**config.mk**
```make
export PLATFORM = sky130hd
export DESIGN_NAME = weight_loader
export DESIGN_NICKNAME = d
export VERILOG_FILES = /design/src/rtl/weight_loader_pkg.sv /design/src/rtl/weight_loader.sv
export SDC_FILE = /design/constraint.sdc
export NUM_CORES = 1
export LEC_CHECK = 0
export CORE_AREA = 2 2 92 94
export CTS_BUF_LIST = sky130_fd_sc_hd__clkbuf_8
export DETAILED_ROUTE_END_ITERATION = 7
export DIE_AREA = 0 0 94 96
export PLACE_DENSITY = 0.81
export SKIP_CTS_REPAIR_TIMING = 1
export SLEW_MARGIN = 20
export SYNTH_ARGS = -nofsm -noshare
export SYNTH_HDL_FRONTEND = slang
export SYNTH_SLANG_ARGS = --single-unit
```
**constraint.sdc**
```tcl
create_clock -name clk -period 2.44 [get_ports clk]
set_clock_uncertainty 0.05 [all_clocks]
set_input_delay 0.61 -clock clk [delete_from_list [all_inputs] [get_ports clk]]
set_output_delay 0.61 -clock clk [all_outputs]
set_load 0.01 [all_outputs]
```
**src/rtl/weight_loader_pkg.sv**
```systemverilog
// Shared definitions for the weight loader: word/address widths and FSM states.
package weight_loader_pkg;

  localparam int unsigned WORD_W_DEF = 32;
  // Address width shared with the neuron weight memory read/write ports.
  localparam int unsigned ADDR_W     = 32;

  typedef enum logic [1:0] {
    IDLE   = 2'd0,
    LOAD_W = 2'd1,
    LOAD_B = 2'd2,
    DONE   = 2'd3
  } state_t;

endpackage

```
**src/rtl/weight_loader.sv**
```systemverilog
// Writer side of the neuron weight memory: streams NUM_OF_WEIGHTS words into
// the memory at addresses 0..N-1, then captures the following word as bias.
module weight_loader
  import weight_loader_pkg::*;
#(
  parameter int unsigned NUM_OF_WEIGHTS = 784,
  parameter int unsigned WORD_W         = WORD_W_DEF
) (
  input  logic              clk,
  input  logic              rst,
  input  logic              start,
  input  logic              abort,
  input  logic [WORD_W-1:0] in_data,
  input  logic              in_valid,
  output logic              in_ready,
  output logic              w_en,
  output logic [ADDR_W-1:0] w_add,
  output logic [WORD_W-1:0] w_data,
  output logic [WORD_W-1:0] bias_value,
  output logic              busy,
  output logic              done
);

  localparam int unsigned CNT_W = $clog2(NUM_OF_WEIGHTS + 1);
  localparam logic [CNT_W-1:0] LAST_CNT = CNT_W'(NUM_OF_WEIGHTS - 1);

  if (NUM_OF_WEIGHTS < 1) begin : g_bad_num_of_weights
    $error("weight_loader: NUM_OF_WEIGHTS must be >= 1");
  end

  state_t            state, state_n;
  logic [CNT_W-1:0]  cnt, cnt_n;
  logic              busy_n, done_n;
  logic [WORD_W-1:0] bias_n;
  logic              xfer;
  logic              wr_fire;

  // FSM, counter, status and bias registers
  always_ff @(posedge clk) begin
    if (rst) begin
      state      <= IDLE;
      cnt        <= '0;
      busy       <= 1'b0;
      done       <= 1'b0;
      bias_value <= '0;
    end else begin
      state      <= state_n;
      cnt        <= cnt_n;
      busy       <= busy_n;
      done       <= done_n;
      bias_value <= bias_n;
    end
  end

  // Next-state, handshake and write-request decode
  always_comb begin
    state_n  = state;
    cnt_n    = cnt;
    busy_n   = busy;
    done_n   = done;
    bias_n   = bias_value;
    wr_fire  = 1'b0;
    in_ready = (state == LOAD_W) || (state == LOAD_B);
    xfer     = in_valid && in_ready;

    unique case (state)
      IDLE, DONE: begin
        // abort outranks start when both arrive outside a load
        if (start && !abort) begin
          state_n = LOAD_W;
          cnt_n   = '0;
          done_n  = 1'b0;
          busy_n  = 1'b1;
        end
      end
      LOAD_W: begin
        if (abort) begin
          state_n = IDLE;
          busy_n  = 1'b0;
        end else if (xfer) begin
          wr_fire = 1'b1;
          // Counter parks on the last address instead of stepping past it,
          // so it never exceeds NUM_OF_WEIGHTS-1.
          if (cnt == LAST_CNT) begin
            state_n = LOAD_B;
          end else begin
            cnt_n = cnt + CNT_W'(1);
          end
        end
      end
      LOAD_B: begin
        if (abort) begin
          state_n = IDLE;
          busy_n  = 1'b0;
        end else if (xfer) begin
          bias_n  = in_data;
          state_n = DONE;
          done_n  = 1'b1;
          busy_n  = 1'b0;
        end
      end
      default: state_n = IDLE;
    endcase
  end

  // Registered memory write port; address and data hold between strobes
  always_ff @(posedge clk) begin
    if (rst) begin
      w_en   <= 1'b0;
      w_add  <= '0;
      w_data <= '0;
    end else begin
      w_en <= wr_fire;
      if (wr_fire) begin
        w_add  <= ADDR_W'(cnt);
        w_data <= in_data;
      end
    end
  end

endmodule
```
Word level (Yosys, flattened, before mapping)
Index checks and enable logic that the tools add are counted.
Storage, ports and cells
  bits in writable memories: 0
  bits in read-only memories: 0
  memories: 0
  output and inout bits: 100
  bits of input ports: 37
  word-level logic and storage cells: 61
  bits in registers: 89
  bits in latches: 0
Cells by class
  order comparisons: 0
  $mul: 0
  bitwise gates (word level): 1
  equal/unequal tests: 14
  divide/modulo/power cells: 0
  shift operators: 0
  reduce and logical (&&, ||, !) cells: 13
  multiplexer cells: 24
  add/sub/neg operators: 1
Operators by type and width (number)
  two-way mux 10 bit: 4
  one-hot mux 10 bit (2 select lines): 1
  != test 2 bit (second input constant): 7
  two-way mux 2 bit: 6
  adder 10 x 1 -> 10 bit (second input constant): 1
  equality test 10 bit (second input constant): 1
  two-way mux 1 bit: 10
  AND reduction 4 bit: 2
  != test 3 bit (second input constant): 2
  one-hot mux 2 bit (3 select lines): 1
  AND reduction 3 bit: 2
  AND reduction 5 bit: 1
  equality test 2 bit (second input constant): 2
  nonzero test 2 bit: 2
  != test 3 x 2 -> 1 bit (second input constant): 1
  one-hot mux 1 bit (3 select lines): 1
  equality test 2 x 1 -> 1 bit (second input constant): 1
  logical AND 1 bit: 2
  zero test 2 bit: 1
  one-hot mux 1 bit (2 select lines): 1
  OR reduction 2 bit: 1
  zero test 1 bit: 1
  logical OR 1 bit: 1
  inverter 1 bit: 1

Depth between registers and ports, before layout
Gate-level depths: netlist of run 1.
  depth in word-level cells: 6
  gate-level depth with buffers: 9
  depth with buffers taken out: 6

Least setup slack after synthesis of run 1
OpenSTA, ideal clock, no wires.
  kind: register to register
  start: register state[0]
  end: register cnt[8]
  path buffers: 1
  cell stages (with the launch flop): 8
  required time: 2320 ps
  arrival: 1814 ps
  clock period less this slack: 1935 ps
  slack: 505 ps
  cells stage by stage: dfxtp_1 > inv_1 > ha_1 > buf_2 > nor2b_1 > or3_4 > or4_1 > a21oi_1
On the way
  cells in the longest elaborated chain, start to end: 5
  elaborated cells between the ends (all ways): 14
  classes of those cells: 7 x eq/ne; 1 x mux; 6 x reduce/logical
RTL lines
  start, declared: line weight_loader.sv:31  | state_t state, state_n;
  start signal, assigned: line weight_loader.sv:47  | state <= state_n;
  equality test 2 x 1 -> 1 bit or equality test 2 bit (tied branches): line weight_loader.sv:63, weight_loader.sv:66
  logical OR 1 bit: line weight_loader.sv:63  | in_ready = (state == LOAD_W) || (state == LOAD_B);
  logical AND 1 bit: line weight_loader.sv:64  | xfer = in_valid && in_ready;
  != test 2 bit (no line)
  AND reduction 5 bit (no line)
  end signal, assigned: line weight_loader.sv:48  | cnt <= cnt_n;
  end, declared: line weight_loader.sv:32  | logic [CNT_W-1:0] cnt, cnt_n;
Parallel ways exist; a longest one is shown, timed or not.
A chain may end at the register's enable or synchronous reset.

Worst setup path in the final report of run 1
Same ends and word-level chain as after synthesis.

==> qor.log, run 1 <==
qor: cts.cts_max_path_buffers 2
qor: cts.tritoncts yes
qor: place.global_placement_routability_congestion 0.885
qor: critical_path.crit_chain inv_1, ha_1, buf_4, nor2b_1, or3_4, or4_1, a21oi_1
qor: place.dpl.hpwl 6280 µm
qor: timing.worst_pin_slew 749 ps
qor: timing.final.period_utilization 89.1%
qor: yosys.yosys-top-cells-count 155 x sky130_fd_sc_hd__nand2_1, 89 x sky130_fd_sc_hd__dfxtp_1, 79 x sky130_fd_sc_hd__a21oi_1, 25 x sky130_fd_sc_hd__clkbuf_1, 22 x sky130_fd_sc_hd__buf_4
qor: floorplan.die_h 96 µm
qor: routing.route.detailed.wl_per_inst 13.5 µm
qor: cts.cts.clk_slew.worst_paths 80 ps
qor: floorplan.top_level_pins 137
qor: yosys.synth_top_flop_cell sky130_fd_sc_hd__dfxtp_1
qor: outcome.run_status finished, final reports clean
qor: power_and_ir_drop.power_density 602 mW/mm²
qor: timing.maxSlewHeadroom 50.1%
qor: grt.grt_first_pass_wirelength 14400 µm
qor: grt.grt_pass1_vias 3112
qor: timing.final.min_clock_period 2170 ps
qor: power_and_ir_drop.worst_ir_drop_vdd 0.359 mV
qor: cts.cts_buffers 9
qor: routing.drt-pass1-iter-count 4
qor: routing.ant_nets 0
qor: finish.final_layout_size_suffix_gt1_share 6.16%
qor: critical_path.critical_path.startpoint_type flop
qor: power_and_ir_drop.power.leakage 1.68 nW
qor: yosys.yosys-mux-area-fraction 0.568%
qor: grt.number_of_antenna_violations_at_the_first_check_in_global_routing 0
qor: place.dp.cells 643
qor: yosys.synth_xor_area_share 0.497%
qor: timing.setup_viol 0
qor: yosys.synth_async_sr_flop_share 0%
qor: critical_path.worst-path-max-fanout 8
qor: critical_path.max_stage_delay 420 ps
qor: finish.non_filler_instance_count_after_layout 657
qor: timing.final-max-slew-violation-count 0
qor: routing.detailroute.via_count 3284
qor: critical_path.slowest_stage sky130_fd_sc_hd__or4_1
qor: cts.clock-sinks 89
qor: hold_path.hp-class flop to flop
qor: yosys.ys_ff_latch 89
qor: floorplan.floorplan.initialDensity 43.7%
qor: critical_path.worstSetupEndpointType flop
qor: yosys.post-synth-top-count-cell sky130_fd_sc_hd__nand2_1
qor: finish.antenna_cells 0
qor: yosys.synth_enable_flop_cells 0
qor: critical_path.critPathKind flop to flop
qor: yosys.synth-adder-area-share 1.07%
qor: floorplan.core 0.00805 mm²
qor: cts.root_buffer sky130_fd_sc_hd__clkbuf_8
qor: yosys.ys_top_cells_by_area sky130_fd_sc_hd__dfxtp_1 51%, sky130_fd_sc_hd__nand2_1 17%, sky130_fd_sc_hd__a21oi_1 11%
qor: timing.setup_total_negative_slack 0 ps
qor: routing.vias_per_cell 5.00
qor: cts.clk_latency 340 ps
qor: timing.report.final.hold_viol_count 0
qor: routing.drc 0
qor: grt.grt_max_degree 45
qor: yosys.netlist-cell-type-count 40
qor: floorplan.floorplan.die_area 0.00902 mm²
qor: critical_path.worst-endpoint-required 2650 ps
qor: finish.final_net_count 589
qor: flow_run.drv.max_cap_violation_count 0
qor: yosys.synth-compound-area-share 14.4%
qor: routing.postRouteWirelength 8900 µm
qor: yosys.synth_largest_area_cell sky130_fd_sc_hd__dfxtp_1
qor: routing.drt-initial-drc-count 86
qor: floorplan.floorplan.die.width 94 µm
qor: grt.grt.total_usage 20.1%
qor: yosys.synthDominantCellAreaShare 50.6%
qor: yosys.largest_family_of_logic_cells_by_synthesized_area simple AND/OR/NAND/NOR gates
qor: floorplan.placementRows 33
qor: critical_path.crit_arrival 2380 ps
qor: yosys.syn_avg_cell_area 7.97 µm²
qor: yosys.yosysSeqAreaShare 50.6%
qor: finish.flow.area_growth_from_synthesis 39.3%
qor: grt.overflow 0
qor: yosys.syn-cell-area 0.00352 mm²
qor: yosys.ys.warnings.count 0
qor: yosys.synth_simple_gate_area_share 24.7%
qor: timing.rsz0062_at_grt false
qor: cts.number_of_h_tree_levels 3
qor: yosys.postSynthCellCount 442
qor: place.io_buffers 114
qor: timing.timing.fmax 460 MHz
==> area by class of cell <==
class | instances | area, µm²
tap | 105 | 131
clock buffer | 10 | 138
timing repair buffer | 123 | 1240
inverter | 5 | 18.8
sequential | 89 | 1780
clock inverter | 4 | 45.0
multi-input combinational | 321 | 1550
fill | 729 | 3150
==> kinds of logic after synthesis <==
family / count (synthesis)
fa+ha+maj: 3
flops: 89
xor+xnor: 2
simple gates: 198
compound gates: 94
buf+inv: 53
mux: 2
other cells: 1
==> report_power, final <==
group | switching, mW | internal, mW | total (mW) | leakage, nW
logic | 0.250 | 0.225 | 0.475 | 0.862
clock network | 0.478 | 0.485 | 0.963 | 0.0978
registers | 0.0236 | 1.49 | 1.52 | 0.717
==> metal layers <==
metal	global-route usage [%]	part of all wire [%]	up-vias	wire length (µm)
li1	-	-	1625	-
met1	22.8	41	1525	3630
met2	35.5	50	123	4450
met3	6.66	7.9	11	707
met4	6.88	1.2	0	109
met5	0	0	-	0
==> path summary, 6_finish.rpt <==
kind                   from              to  slack, ps  cells after the start
max                state[0]          cnt[8]        270                      7
min reg2reg  bias_value[20]  bias_value[20]        400                      2
max reg2reg        state[0]          cnt[8]        270                      7
min          bias_value[20]  bias_value[20]        400                      2
==> registers in the layout (all words and copies together), names as in the netlist <==
signal and count:
done 1, state 2, cnt 10, busy 1, bias_value 32, w_add 10
w_en 1, w_data 32
==> critical path: cells and delay by family, from the launching register on <==
kind | cells | cell delay (ps)
AND/OR/NAND/NOR | 3 | 960
adder cells (fa/ha/maj) | 1 | 300
buffers and inverters | 2 | 250
flip-flops | 1 | 360
AO/OA/AOI/OAI | 1 | 180
==> per-stage QoR <==
step           utilization (%)  worst slack, ps  hold slack, ps  power, mW  cell area (µm²)
2_1_floorplan                -              505             400       1.83             3600
3_3_place_gp              58.6             61.3             392       2.02             4720
3_5_place_dp              58.6            -10.3             396       2.02             4720
4_1_cts                   60.9            -6.32             406       2.98             4900
5_1_grt                   60.9              143             427       3.09             4900
6_report                  60.9              265             405       2.95             4900
==> cells in the final DEF, fill, tap and decap left out, types with 2 or more instances in the layout <==
cell | netlist | routed
sky130_fd_sc_hd__nand2_1 | 155 | 155
sky130_fd_sc_hd__clkdlybuf4s50_1 | 0 | 112
sky130_fd_sc_hd__dfxtp_1 | 89 | 89
sky130_fd_sc_hd__a21oi_1 | 79 | 79
sky130_fd_sc_hd__conb_1 | 1 | 22
sky130_fd_sc_hd__clkbuf_8 | 0 | 10
sky130_fd_sc_hd__nand2b_1 | 7 | 7
sky130_fd_sc_hd__nor2_1 | 9 | 7
sky130_fd_sc_hd__buf_4 | 22 | 6
sky130_fd_sc_hd__inv_1 | 5 | 5
sky130_fd_sc_hd__or4_1 | 5 | 5
sky130_fd_sc_hd__o21ai_0 | 4 | 4
sky130_fd_sc_hd__nor2b_1 | 3 | 3
sky130_fd_sc_hd__o31ai_1 | 3 | 3
sky130_fd_sc_hd__ha_1 | 3 | 3
sky130_fd_sc_hd__clkinv_2 | 0 | 3
sky130_fd_sc_hd__buf_12 | 0 | 3
sky130_fd_sc_hd__or2_2 | 2 | 2
sky130_fd_sc_hd__nand3_1 | 2 | 2
sky130_fd_sc_hd__nor3_1 | 2 | 2
sky130_fd_sc_hd__or3_1 | 2 | 2
sky130_fd_sc_hd__nand4_1 | 2 | 2
sky130_fd_sc_hd__mux2i_1 | 2 | 2
Note: power is estimated with default switching activity, not from simulation.
==> inputs of run 2 (changes only) <==
SLEW_MARGIN = 10   (was 20)
==> results of run 2 <==
The final DEF is identical to that of run 1; final timing and power are the same.
==> inputs of run 3 (changes only) <==
CAP_MARGIN = 20   (was unset)
CTS_CLUSTER_SIZE = 28   (was unset)
==> results of run 3 <==
The final DEF is identical to that of run 1; final timing and power are the same.
